### src/rtl/stream_uart_tx_pkg.sv
// rtl/stream_uart_tx_pkg.sv - shared FSM states and default rates for the stream UART transmitter
package stream_uart_tx_pkg;

  localparam int DEFAULT_CLOCK_FREQUENCY = 100000000;
  localparam int DEFAULT_BAUD_RATE       = 115200;

  typedef enum logic [1:0] {
    ST_IDLE  = 2'd0,
    ST_START = 2'd1,
    ST_DATA  = 2'd2,
    ST_STOP  = 2'd3
  } tx_state_t;

  // Integer truncation is intentional: each bit lasts floor(clk/baud) cycles.
  function automatic int baud_divider(input int clock_frequency, input int baud_rate);
    return clock_frequency / baud_rate;
  endfunction

endpackage

### src/rtl/stream_fifo.sv
// rtl/stream_fifo.sv - synchronous FIFO with push/pop/full/empty/count, power-of-two depth
module stream_fifo #(
  parameter int WIDTH = 8,
  parameter int DEPTH = 16
) (
  input  logic                     clk,
  input  logic                     rst,
  input  logic                     push,
  input  logic [WIDTH-1:0]         push_data,
  input  logic                     pop,
  output logic [WIDTH-1:0]         pop_data,
  output logic                     full,
  output logic                     empty,
  output logic [$clog2(DEPTH):0]   count
);

  localparam int AW = $clog2(DEPTH);

  logic [WIDTH-1:0] mem [DEPTH];
  logic [AW-1:0]    wr_ptr;
  logic [AW-1:0]    rd_ptr;
  logic             do_push;
  logic             do_pop;

  // Overflowing pushes and underflowing pops are ignored so nothing is overwritten.
  assign do_push  = push && !full;
  assign do_pop   = pop && !empty;
  assign full     = (count == (AW + 1)'(DEPTH));
  assign empty    = (count == '0);
  assign pop_data = mem[rd_ptr];

  always_ff @(posedge clk) begin
    if (do_push) begin
      mem[wr_ptr] <= push_data;
    end
  end

  always_ff @(posedge clk) begin
    if (rst) begin
      wr_ptr <= '0;
      rd_ptr <= '0;
      count  <= '0;
    end else begin
      if (do_push) begin
        wr_ptr <= wr_ptr + 1'b1;
      end
      if (do_pop) begin
        rd_ptr <= rd_ptr + 1'b1;
      end
      case ({do_push, do_pop})
        2'b10:   count <= count + 1'b1;
        2'b01:   count <= count - 1'b1;
        default: count <= count;
      endcase
    end
  end

endmodule

### src/rtl/stream_uart_tx.sv
// rtl/stream_uart_tx.sv - stream-fed 8N1 UART transmitter with FIFO, baud counter and frame FSM
module stream_uart_tx
  import stream_uart_tx_pkg::*;
#(
  parameter int CLOCK_FREQUENCY = DEFAULT_CLOCK_FREQUENCY,
  parameter int BAUD_RATE       = DEFAULT_BAUD_RATE,
  parameter int FIFO_DEPTH      = 16
) (
  input  logic        clk,
  input  logic        rst,
  input  logic [31:0] input_data,
  input  logic        input_data_stb,
  output logic        input_data_ack,
  output logic        tx
);

  localparam int DIVIDER = baud_divider(CLOCK_FREQUENCY, BAUD_RATE);
  localparam int CNT_W   = (DIVIDER > 1) ? $clog2(DIVIDER) : 1;
  localparam int CW      = $clog2(FIFO_DEPTH) + 1;
  localparam logic [CNT_W-1:0] BAUD_LAST = CNT_W'(DIVIDER - 1);

  tx_state_t        state, state_next;
  logic [CNT_W-1:0] baud_cnt, baud_next;
  logic [2:0]       bit_idx, idx_next;
  logic [7:0]       shift, shift_next;
  logic             tx_next;
  logic             ack_next;
  logic             baud_done;

  logic             fifo_push;
  logic             fifo_pop;
  logic [7:0]       fifo_data;
  logic             fifo_full;
  logic             fifo_empty;
  logic [CW-1:0]    fifo_count;
  logic             unused_upper;

  assign unused_upper = ^input_data[31:8];
  assign fifo_push    = input_data_stb && input_data_ack && !fifo_full;
  assign baud_done    = (baud_cnt == BAUD_LAST);

  stream_fifo #(
    .WIDTH (8),
    .DEPTH (FIFO_DEPTH)
  ) u_fifo (
    .clk       (clk),
    .rst       (rst),
    .push      (fifo_push),
    .push_data (input_data[7:0]),
    .pop       (fifo_pop),
    .pop_data  (fifo_data),
    .full      (fifo_full),
    .empty     (fifo_empty),
    .count     (fifo_count)
  );

  always_comb begin
    state_next = state;
    baud_next  = baud_cnt;
    idx_next   = bit_idx;
    shift_next = shift;
    tx_next    = tx;
    fifo_pop   = 1'b0;
    // Ack is a one-cycle pulse, so a transfer can happen at most every other edge.
    ack_next   = !input_data_ack && input_data_stb && (fifo_count < CW'(FIFO_DEPTH));

    case (state)
      ST_IDLE: begin
        tx_next = 1'b1;
        if (!fifo_empty) begin
          fifo_pop   = 1'b1;
          shift_next = fifo_data;
          baud_next  = '0;
          tx_next    = 1'b0;
          state_next = ST_START;
        end
      end
      ST_START: begin
        if (baud_done) begin
          baud_next  = '0;
          idx_next   = 3'd0;
          tx_next    = shift[0];
          shift_next = {1'b0, shift[7:1]};
          state_next = ST_DATA;
        end else begin
          baud_next = baud_cnt + 1'b1;
        end
      end
      ST_DATA: begin
        if (baud_done) begin
          baud_next = '0;
          if (bit_idx == 3'd7) begin
            tx_next    = 1'b1;
            state_next = ST_STOP;
          end else begin
            idx_next   = bit_idx + 3'd1;
            tx_next    = shift[0];
            shift_next = {1'b0, shift[7:1]};
          end
        end else begin
          baud_next = baud_cnt + 1'b1;
        end
      end
      ST_STOP: begin
        if (baud_done) begin
          baud_next = '0;
          // Chain straight into the next start bit so queued frames have no idle gap.
          if (!fifo_empty) begin
            fifo_pop   = 1'b1;
            shift_next = fifo_data;
            tx_next    = 1'b0;
            state_next = ST_START;
          end else begin
            state_next = ST_IDLE;
          end
        end else begin
          baud_next = baud_cnt + 1'b1;
        end
      end
      default: begin
        tx_next    = 1'b1;
        state_next = ST_IDLE;
      end
    endcase
  end

  always_ff @(posedge clk) begin
    if (rst) begin
      state          <= ST_IDLE;
      baud_cnt       <= '0;
      bit_idx        <= 3'd0;
      shift          <= 8'd0;
      tx             <= 1'b1;
      input_data_ack <= 1'b0;
    end else begin
      state          <= state_next;
      baud_cnt       <= baud_next;
      bit_idx        <= idx_next;
      shift          <= shift_next;
      tx             <= tx_next;
      input_data_ack <= ack_next;
    end
  end

endmodule

### config.mk
export PLATFORM = sky130hd
export DESIGN_NAME = stream_uart_tx
export DESIGN_NICKNAME = d
export VERILOG_FILES = /design/src/rtl/stream_uart_tx_pkg.sv /design/src/rtl/stream_fifo.sv /design/src/rtl/stream_uart_tx.sv
export SDC_FILE = /design/constraint.sdc
export NUM_CORES = 1
export LEC_CHECK = 0
export ABC_AREA = 1
export CAP_MARGIN = 20
export CELL_PAD_IN_SITES_DETAIL_PLACEMENT = 0
export CELL_PAD_IN_SITES_GLOBAL_PLACEMENT = 1
export CORE_UTILIZATION = 51
export DETAILED_ROUTE_END_ITERATION = 8
export GPL_TIMING_DRIVEN = 0
export HOLD_SLACK_MARGIN = 0.08
export PLACE_DENSITY_LB_ADDON = 0.08
export SKIP_CTS_REPAIR_TIMING = 1
export SYNTH_ARGS = -nofsm -noshare
export SYNTH_HDL_FRONTEND = slang
export SYNTH_SLANG_ARGS = --single-unit
### constraint.sdc
create_clock -name clk -period 6.4 [get_ports clk]
set_input_delay 1.28 -clock clk [delete_from_list [all_inputs] [get_ports clk]]
set_output_delay 1.28 -clock clk [all_outputs]
set_load 0.01 [all_outputs]
* Word-level counts from Yosys, hierarchy flattened
Memory sizes are Yosys's and may differ from the RTL's. A register that Yosys moved wholly into a read port is not among the register bits.
Cells that the tools add are included.
** Storage, ports and cells
- Word-level logic and storage cells :: 85
- Input bits :: 35
- Memory bits (writable) :: 128
- Memories :: 1
- Output and inout bits :: 2
- Flip-flop bits (word level) :: 38
** Operators by class
- $lt $le $gt $ge :: 1
- Reduce and logical (&&, ||, !) cells :: 18
- Mux-type cells :: 35
- Add/sub/neg operators :: 6
- Equality and inequality tests :: 15
** Memory list
- u_fifo.mem :: depth 16, bits a word 8, rd ports 1, clocked after memory_dff 1, write ports 1, line stream_fifo.sv:19 : logic [WIDTH-1:0] mem [DEPTH];
** Operators by type and width (count)
- 2-to-1 mux 8 bit :: 5
- case mux 8 bit (4 select lines) :: 1
- 2-to-1 mux 10 bit :: 2
- case mux 10 bit (2 select lines) :: 1
- inequality test 2 bit, second input constant :: 7
- AND reduction 4 bit :: 3
- 2-to-1 mux 1 bit :: 11
- adder 10 x 1 -> 10 bit, second input constant :: 1
- == test 10 bit, second input constant :: 1
- 2-to-1 mux 2 bit :: 5
- case mux 5 bit (2 select lines) :: 1
- 2-to-1 mux 3 bit :: 3
- adder 4 x 1 -> 4 bit, second input constant :: 2
- 2-to-1 mux 4 bit :: 2
- case mux 2 bit (4 select lines) :: 1
- == test 2 bit, second input constant :: 3
- logical AND 1 bit :: 6
- case mux 3 bit (2 select lines) :: 1
- adder 5 x 1 -> 5 bit, second input constant :: 1
- == test 5 bit, second input constant :: 1
- logical NOT 5 bit :: 1
- < comparator 5 bit, second input constant :: 1
- AND reduction 5 bit :: 1
- subtractor 5 x 1 -> 5 bit, second input constant :: 1
- other kinds (9) :: 13

* Depth between registers and ports, before layout
- Word-level depth :: 7
- Gate-level depth with buffers :: 16
- Gate-level depth less buffers :: 16

* Hierarchy
A second synthesis with hierarchy kept.
** Unflattened totals
- Cells, all modules :: 668
- Area total of the unflattened synthesis :: 7462.2 um2
** Modules (own cells, without submodules)
- stream_fifo :: cells each 477, area an instance 6092.1 um2, seq. area each 4184.0 um2, instances 1
- stream_uart_tx :: cells each 191, area an instance 1370.1 um2, seq. area each 500.5 um2, instances 1

* Worst setup path before layout
Ideal clock, no wire load.
- Path kind :: input to register
- From :: in input_data_stb
- To :: reg u_fifo.count[4]
- Data required time :: 6266 ps
- Data arrival time :: 2540 ps
- Setup time :: 134 ps
- Slack :: 3726 ps
- Stages on the path :: 10
- Path buffers :: 0
- Cells stage by stage :: nand3_2 ha_1 xor2_1 ha_1 a21o_1 nand3_1 nand2_1 xor2_1 nand2_1 a21oi_1
** On the way
- Longest elaborated chain between the ends :: 5
- Elaborated cells between the ends (all ways) :: 7
- Those cells by class :: eq/ne: 2; mux: 1; reduce/logical: 4
** Ends and longest elaborated chain
- from (decl) :: line stream_uart_tx.sv:12 : input logic input_data_stb,
- logical AND 1 bit * (2 in a row) :: line stream_uart_tx.sv:39 : assign fifo_push = input_data_stb && input_data_ack && !fifo_full;
- logical AND 1 bit * :: line stream_fifo.sv:26 : assign do_push = push && !full;
- == test 2 x 1 -> 1 bit or == test 2 bit (tied branches) :: line stream_fifo.sv:50 : case ({do_push, do_pop})
- case mux 5 bit (2 select lines) or nonzero test 2 bit (tied branches)
- to (signal assigned) :: line stream_fifo.sv:51 : 2'b10: count <= count + 1'b1;
- to (signal assigned) :: line stream_fifo.sv:52 : 2'b01: count <= count - 1'b1;
- to (signal assigned) :: line stream_fifo.sv:53 : default: count <= count;
- to (decl) :: line stream_fifo.sv:14 : output logic [$clog2(DEPTH):0] count
Every way passes the cells marked *; elsewhere a longest branch is shown, timed or not.
A chain may end at the register's enable or synchronous reset.

* Worst setup path after layout
- From :: in input_data_stb
- To :: mem u_fifo.mem[3][4] (enable)
** On the way
- Longest elaborated chain between the ends :: 5
** Ends and longest elaborated chain
- logical AND 1 bit (2 in a row) :: line stream_uart_tx.sv:39
- logical AND 1 bit :: line stream_fifo.sv:26
- 2-to-1 mux 1 bit :: line stream_fifo.sv:33 : if (do_push) begin
- 2-to-1 mux 1 bit (not written as such) :: line stream_fifo.sv:34 : mem[wr_ptr] <= push_data;
- to (decl) :: line stream_fifo.sv:19
No other way between the ends.

==> metrics.txt <==
# TYPE chip_impl_metric gauge
chip_impl_metric{name="initial_utilization",unit="%"} 52.64
chip_impl_info{name="worst_path_dominant_cell_family",value="simple AND/OR/NAND/NOR gates"} 1
chip_impl_metric{name="skew",unit="ns"} 0.009677
chip_impl_metric{name="setup_viol",unit=""} 0
chip_impl_metric{name="grt_first_pass_wirelength",unit="um"} 27540
chip_impl_metric{name="fin_crit",unit="ns"} 2.906
chip_impl_metric{name="syn_avg_cell_area",unit="um2"} 9.517
chip_impl_metric{name="crit_path_max_incr_delay",unit="ns"} 0.71
chip_impl_metric{name="power.density",unit="mW/mm2"} 381.4
chip_impl_metric{name="wire_per_inst",unit="um"} 16.65
chip_impl_metric{name="synth_async_sr_flop_share",unit="%"} 0
chip_impl_metric{name="clk_transition_reported_paths",unit="ns"} 0.07
chip_impl_metric{name="synth.ff_latch_count",unit=""} 170
chip_impl_metric{name="place.detailed.instances",unit=""} 1006
chip_impl_metric{name="clock_insertion_delay_at_the_later_pin_of_the_skew_report",unit="ns"} 0.44
chip_impl_metric{name="layout_worst_path_cycle_share",unit="%"} 45.40
chip_impl_metric{name="grt_overflow_total",unit=""} 0
chip_impl_metric{name="irDropWorstVdd",unit="uV"} 286.3
chip_impl_metric{name="ys.warnings.count",unit=""} 0
chip_impl_metric{name="clock_path_buffers",unit=""} 2
chip_impl_metric{name="synth_enable_flop_cells",unit=""} 128
chip_impl_metric{name="drv_slew",unit=""} 0
chip_impl_metric{name="gr-usage-all-layers",unit="%"} 23.81
chip_impl_metric{name="route.detailed.vias_per_inst",unit=""} 5.274
chip_impl_metric{name="synth.net_count",unit=""} 862
chip_impl_metric{name="rows",unit=""} 44
chip_impl_metric{name="tritoncts_buffers",unit=""} 17
chip_impl_metric{name="detail_route_antenna_nets",unit=""} 0
chip_impl_metric{name="met2_length",unit="um"} 7707
chip_impl_metric{name="finalNonFillerCells",unit=""} 1038
chip_impl_info{name="hold_class",value="reg2reg"} 1
chip_impl_metric{name="finish.net_count",unit=""} 893
chip_impl_info{name="highest_routing_layer_actually_used",value="met4"} 1
chip_impl_metric{name="wl",unit="um"} 17280
chip_impl_metric{name="first_pass_detailed_route_iteration_total",unit=""} 5
chip_impl_metric{name="grt_antenna_before_repair",unit=""} 0
chip_impl_info{name="clk_root_buffer_cell",value="sky130_fd_sc_hd__clkbuf_16"} 1
chip_impl_metric{name="place.gp.congestion",unit=""} 0.8374
chip_impl_info{name="ys_dominant_reg_cell",value="sky130_fd_sc_hd__edfxtp_1"} 1
chip_impl_metric{name="synth.lib_cells_used.distinct",unit=""} 35
chip_impl_metric{name="portBuffers",unit=""} 12
chip_impl_metric{name="netlist_area",unit="mm2"} 0.007709
chip_impl_metric{name="worstPathRequired",unit="ns"} 6.46
chip_impl_info{name="cp_cell_sequence",value="clkdlybuf4s50_1 > nand3_2 > inv_1 > nand3_1 > nor2_1"} 1
chip_impl_metric{name="synth_cells",unit=""} 810
chip_impl_info{name="yosys.cell_count.top_type",value="sky130_fd_sc_hd__nand2_1"} 1
chip_impl_metric{name="coreArea",unit="mm2"} 0.01464
chip_impl_info{name="cp_slowest_cell",value="sky130_fd_sc_hd__nor2_1"} 1
chip_impl_metric{name="first_global_vias",unit=""} 5148
chip_impl_metric{name="remaining_drc_errors",unit=""} 0
chip_impl_metric{name="cts_num_sinks",unit=""} 170
chip_impl_metric{name="total_leakage_power",unit="nW"} 3.550
chip_impl_metric{name="detail_route.iter0.violations",unit=""} 410
chip_impl_metric{name="fp.dieH",unit="um"} 124.9
chip_impl_metric{name="synth_sequential_area_ratio",unit="%"} 60.77
chip_impl_metric{name="max_slew.worst_pin.slew",unit="ns"} 0.9009
chip_impl_metric{name="timing.max_slew.rel_slack",unit="%"} 39.72
chip_impl_metric{name="wl_met3",unit="um"} 1044
chip_impl_info{name="crit_type",value="in2reg"} 1
chip_impl_info{name="outcome",value="finished clean"} 1
chip_impl_metric{name="hpwlAfterDp",unit="um"} 12090
chip_impl_metric{name="top_level_ports",unit=""} 37
chip_impl_metric{name="routed-via-count",unit=""} 5474
chip_impl_metric{name="critPathMaxFanout",unit=""} 8
chip_impl_metric{name="antenna_cells",unit=""} 0
chip_impl_info{name="ys_top_cells_by_area",value="sky130_fd_sc_hd__edfxtp_1 50%, sky130_fd_sc_hd__dfxtp_1 11%, sky130_fd_sc_hd__nand2_1 11%"} 1
chip_impl_metric{name="grt_max_degree",unit=""} 17
chip_impl_metric{name="synthToLayoutAreaGrowth",unit="%"} 12.21
chip_impl_metric{name="fmax",unit="GHz"} 0.3442
chip_impl_metric{name="finalHoldViolCount",unit=""} 0
chip_impl_info{name="rsz0062_at_grt",value="no"} 1
chip_impl_metric{name="data_arrival_critical_path",unit="ns"} 2.97
chip_impl_metric{name="max_cap_violations",unit=""} 0
chip_impl_info{name="cts_tree",value="done"} 1
chip_impl_metric{name="h-tree-depth",unit=""} 4
chip_impl_info{name="crit_path_end_kind",value="register"} 1
chip_impl_info{name="beginning_of_the_worst_hold_path",value="shift[7]$_SDFFE_PP0P_"} 1
chip_impl_info{name="synthTopCellsByCount",value="223 x sky130_fd_sc_hd__nand2_1, 128 x sky130_fd_sc_hd__edfxtp_1, 100 x sky130_fd_sc_hd__nand3_1, 96 x sky130_fd_sc_hd__inv_1, 68 x sky130_fd_sc_hd__nor2_1"} 1
chip_impl_info{name="r2r_start",value="state[0]$_SDFFE_PP0P_"} 1
chip_impl_metric{name="critical_path_buf_inv_count",unit=""} 2
chip_impl_info{name="worst_setup_path_startpoint",value="input_data_stb"} 1
chip_impl_metric{name="placed_inst_area",unit="mm2"} 0.008059
chip_impl_metric{name="fp.dieArea",unit="mm2"} 0.01561
chip_impl_metric{name="wl_met1",unit="um"} 8277
chip_impl_metric{name="setup_total_negative_slack",unit="ns"} 0
chip_impl_metric{name="dieWidth",unit="um"} 124.9
chip_impl_metric{name="synthDominantCellAreaShare",unit="%"} 49.86
chip_impl_info{name="yosys.area.top_type",value="sky130_fd_sc_hd__edfxtp_1"} 1
chip_impl_info{name="worstSetupStartpointType",value="input port"} 1
chip_impl_metric{name="post_route_cells_drive_above_1_share",unit="%"} 10.07
chip_impl_metric{name="finalInstanceArea",unit="mm2"} 0.008650
==> metal layers <==
metal,GRT usage [%],up-vias
li1,-,2716
met1,34.74,2578
met2,35.99,160
met3,4.536,20
met4,7.891,0
met5,0,-
==> cells by family after synthesis <==
family | Yosys count | share of synthesized area (%)
XOR/XNOR | 7 | 0.7953
AO/OA/AOI/OAI | 56 | 4.301
flip-flops | 170 | 60.77
AND/OR/NAND/NOR | 428 | 24.41
buffers and inverters | 132 | 6.963
adder cells (fa/ha/maj) | 17 | 2.759
==> cell usage in the layout (no fill, tap or decap), types with 2 or more instances in the layout <==
| master | instances |
|---|---|
| sky130_fd_sc_hd__bufinv_16 | 2 |
| sky130_fd_sc_hd__nor3_2 | 4 |
| sky130_fd_sc_hd__nor2_2 | 5 |
| sky130_fd_sc_hd__nand3_1 | 100 |
| sky130_fd_sc_hd__ha_1 | 17 |
| sky130_fd_sc_hd__clkbuf_16 | 17 |
| sky130_fd_sc_hd__nand2_2 | 8 |
| sky130_fd_sc_hd__clkinv_4 | 3 |
| sky130_fd_sc_hd__o21ai_0 | 17 |
| sky130_fd_sc_hd__clkinvlp_4 | 2 |
| sky130_fd_sc_hd__buf_2 | 14 |
| sky130_fd_sc_hd__xor2_1 | 6 |
| sky130_fd_sc_hd__a21oi_2 | 8 |
| sky130_fd_sc_hd__a21oi_1 | 23 |
| sky130_fd_sc_hd__clkdlybuf4s50_1 | 12 |
| sky130_fd_sc_hd__nand2_1 | 223 |
| sky130_fd_sc_hd__inv_6 | 5 |
| sky130_fd_sc_hd__nand2_4 | 3 |
| sky130_fd_sc_hd__edfxtp_1 | 128 |
| sky130_fd_sc_hd__nand4_1 | 3 |
| sky130_fd_sc_hd__clkbuf_1 | 12 |
| sky130_fd_sc_hd__nand3_2 | 2 |
| sky130_fd_sc_hd__o211ai_1 | 4 |
| sky130_fd_sc_hd__inv_2 | 6 |
| sky130_fd_sc_hd__dfxtp_1 | 42 |
| sky130_fd_sc_hd__nor3_1 | 8 |
| sky130_fd_sc_hd__inv_1 | 96 |
| sky130_fd_sc_hd__nor2_1 | 68 |
| sky130_fd_sc_hd__buf_1 | 2 |
==> final timing paths <==
| check | end | slack, ns | cells after the start |
|---|---|---|---|
| min | shift[7]$_SDFFE_PP0P_ | 0.47 | 2 |
| max reg2reg | u_fifo.count[4]$_SDFFE_PP0P_ | 3.55 | 16 |
| min reg2reg | shift[7]$_SDFFE_PP0P_ | 0.47 | 2 |
| max | u_fifo.mem[3][4]$_DFFE_PP_ | 3.49 | 5 |
==> power by group <==
group | leakage [nW] | internal, W | switching [W]
Sequential | 1.49 | 0.00124 | 0.0000407
Clock | 0.284 | 0.000584 | 0.000445
Combinational | 1.77 | 0.000331 | 0.000660
==> worst reg2reg max path, cell delays in order, from the launching register on <==
cell and delay [ns]:
sky130_fd_sc_hd__dfxtp_1 0.40, sky130_fd_sc_hd__inv_1 0.11, sky130_fd_sc_hd__ha_1 0.36, sky130_fd_sc_hd__inv_1 0.19, sky130_fd_sc_hd__nand2_1 0.08, sky130_fd_sc_hd__inv_1 0.15
sky130_fd_sc_hd__nand2_2 0.10, sky130_fd_sc_hd__inv_2 0.10, sky130_fd_sc_hd__ha_1 0.27, sky130_fd_sc_hd__xor2_1 0.22, sky130_fd_sc_hd__ha_1 0.18, sky130_fd_sc_hd__a21o_1 0.12
sky130_fd_sc_hd__nand3_1 0.08, sky130_fd_sc_hd__nand2_1 0.09, sky130_fd_sc_hd__xor2_1 0.15, sky130_fd_sc_hd__nand2_1 0.06, sky130_fd_sc_hd__a21oi_1 0.11
==> registers in the layout, indices dropped and copies added, names as in the netlist, named ones only <==
| register | count |
|---|---|
| u_fifo.count | 5 |
| shift | 8 |
| u_fifo.mem | 128 |
| input_data_ack | 1 |
| bit_idx | 3 |
| u_fifo.wr_ptr | 4 |
| tx | 1 |
| baud_cnt | 10 |
| state | 2 |
| u_fifo.rd_ptr | 4 |
==> cell type report <==
type | count | area, um2
Fill cell | 1250 | 5995
Clock buffer | 18 | 429.2
Timing Repair Buffer | 12 | 120.1
Multi-Input combinational cell | 508 | 2487
Inverter | 103 | 386.6
Clock inverter | 14 | 161.4
Sequential cell | 170 | 4684
Tap cell | 184 | 230.2
Buffer | 29 | 150.1
==> metrics by stage <==
stage               hold slack, ns  power [W]  util [%]  setup slack (ns)
floorplan                   0.4476   0.002026         -             3.726
global placement            0.4535   0.002265     55.03             3.059
detailed placement          0.4548   0.002286     55.03             3.030
CTS                         0.4685   0.003308     59.07             3.499
global route                0.4806   0.003483     59.07             3.266
finish                      0.4675   0.003299     59.07             3.494
Note: power is estimated with default switching activity, not from simulation.
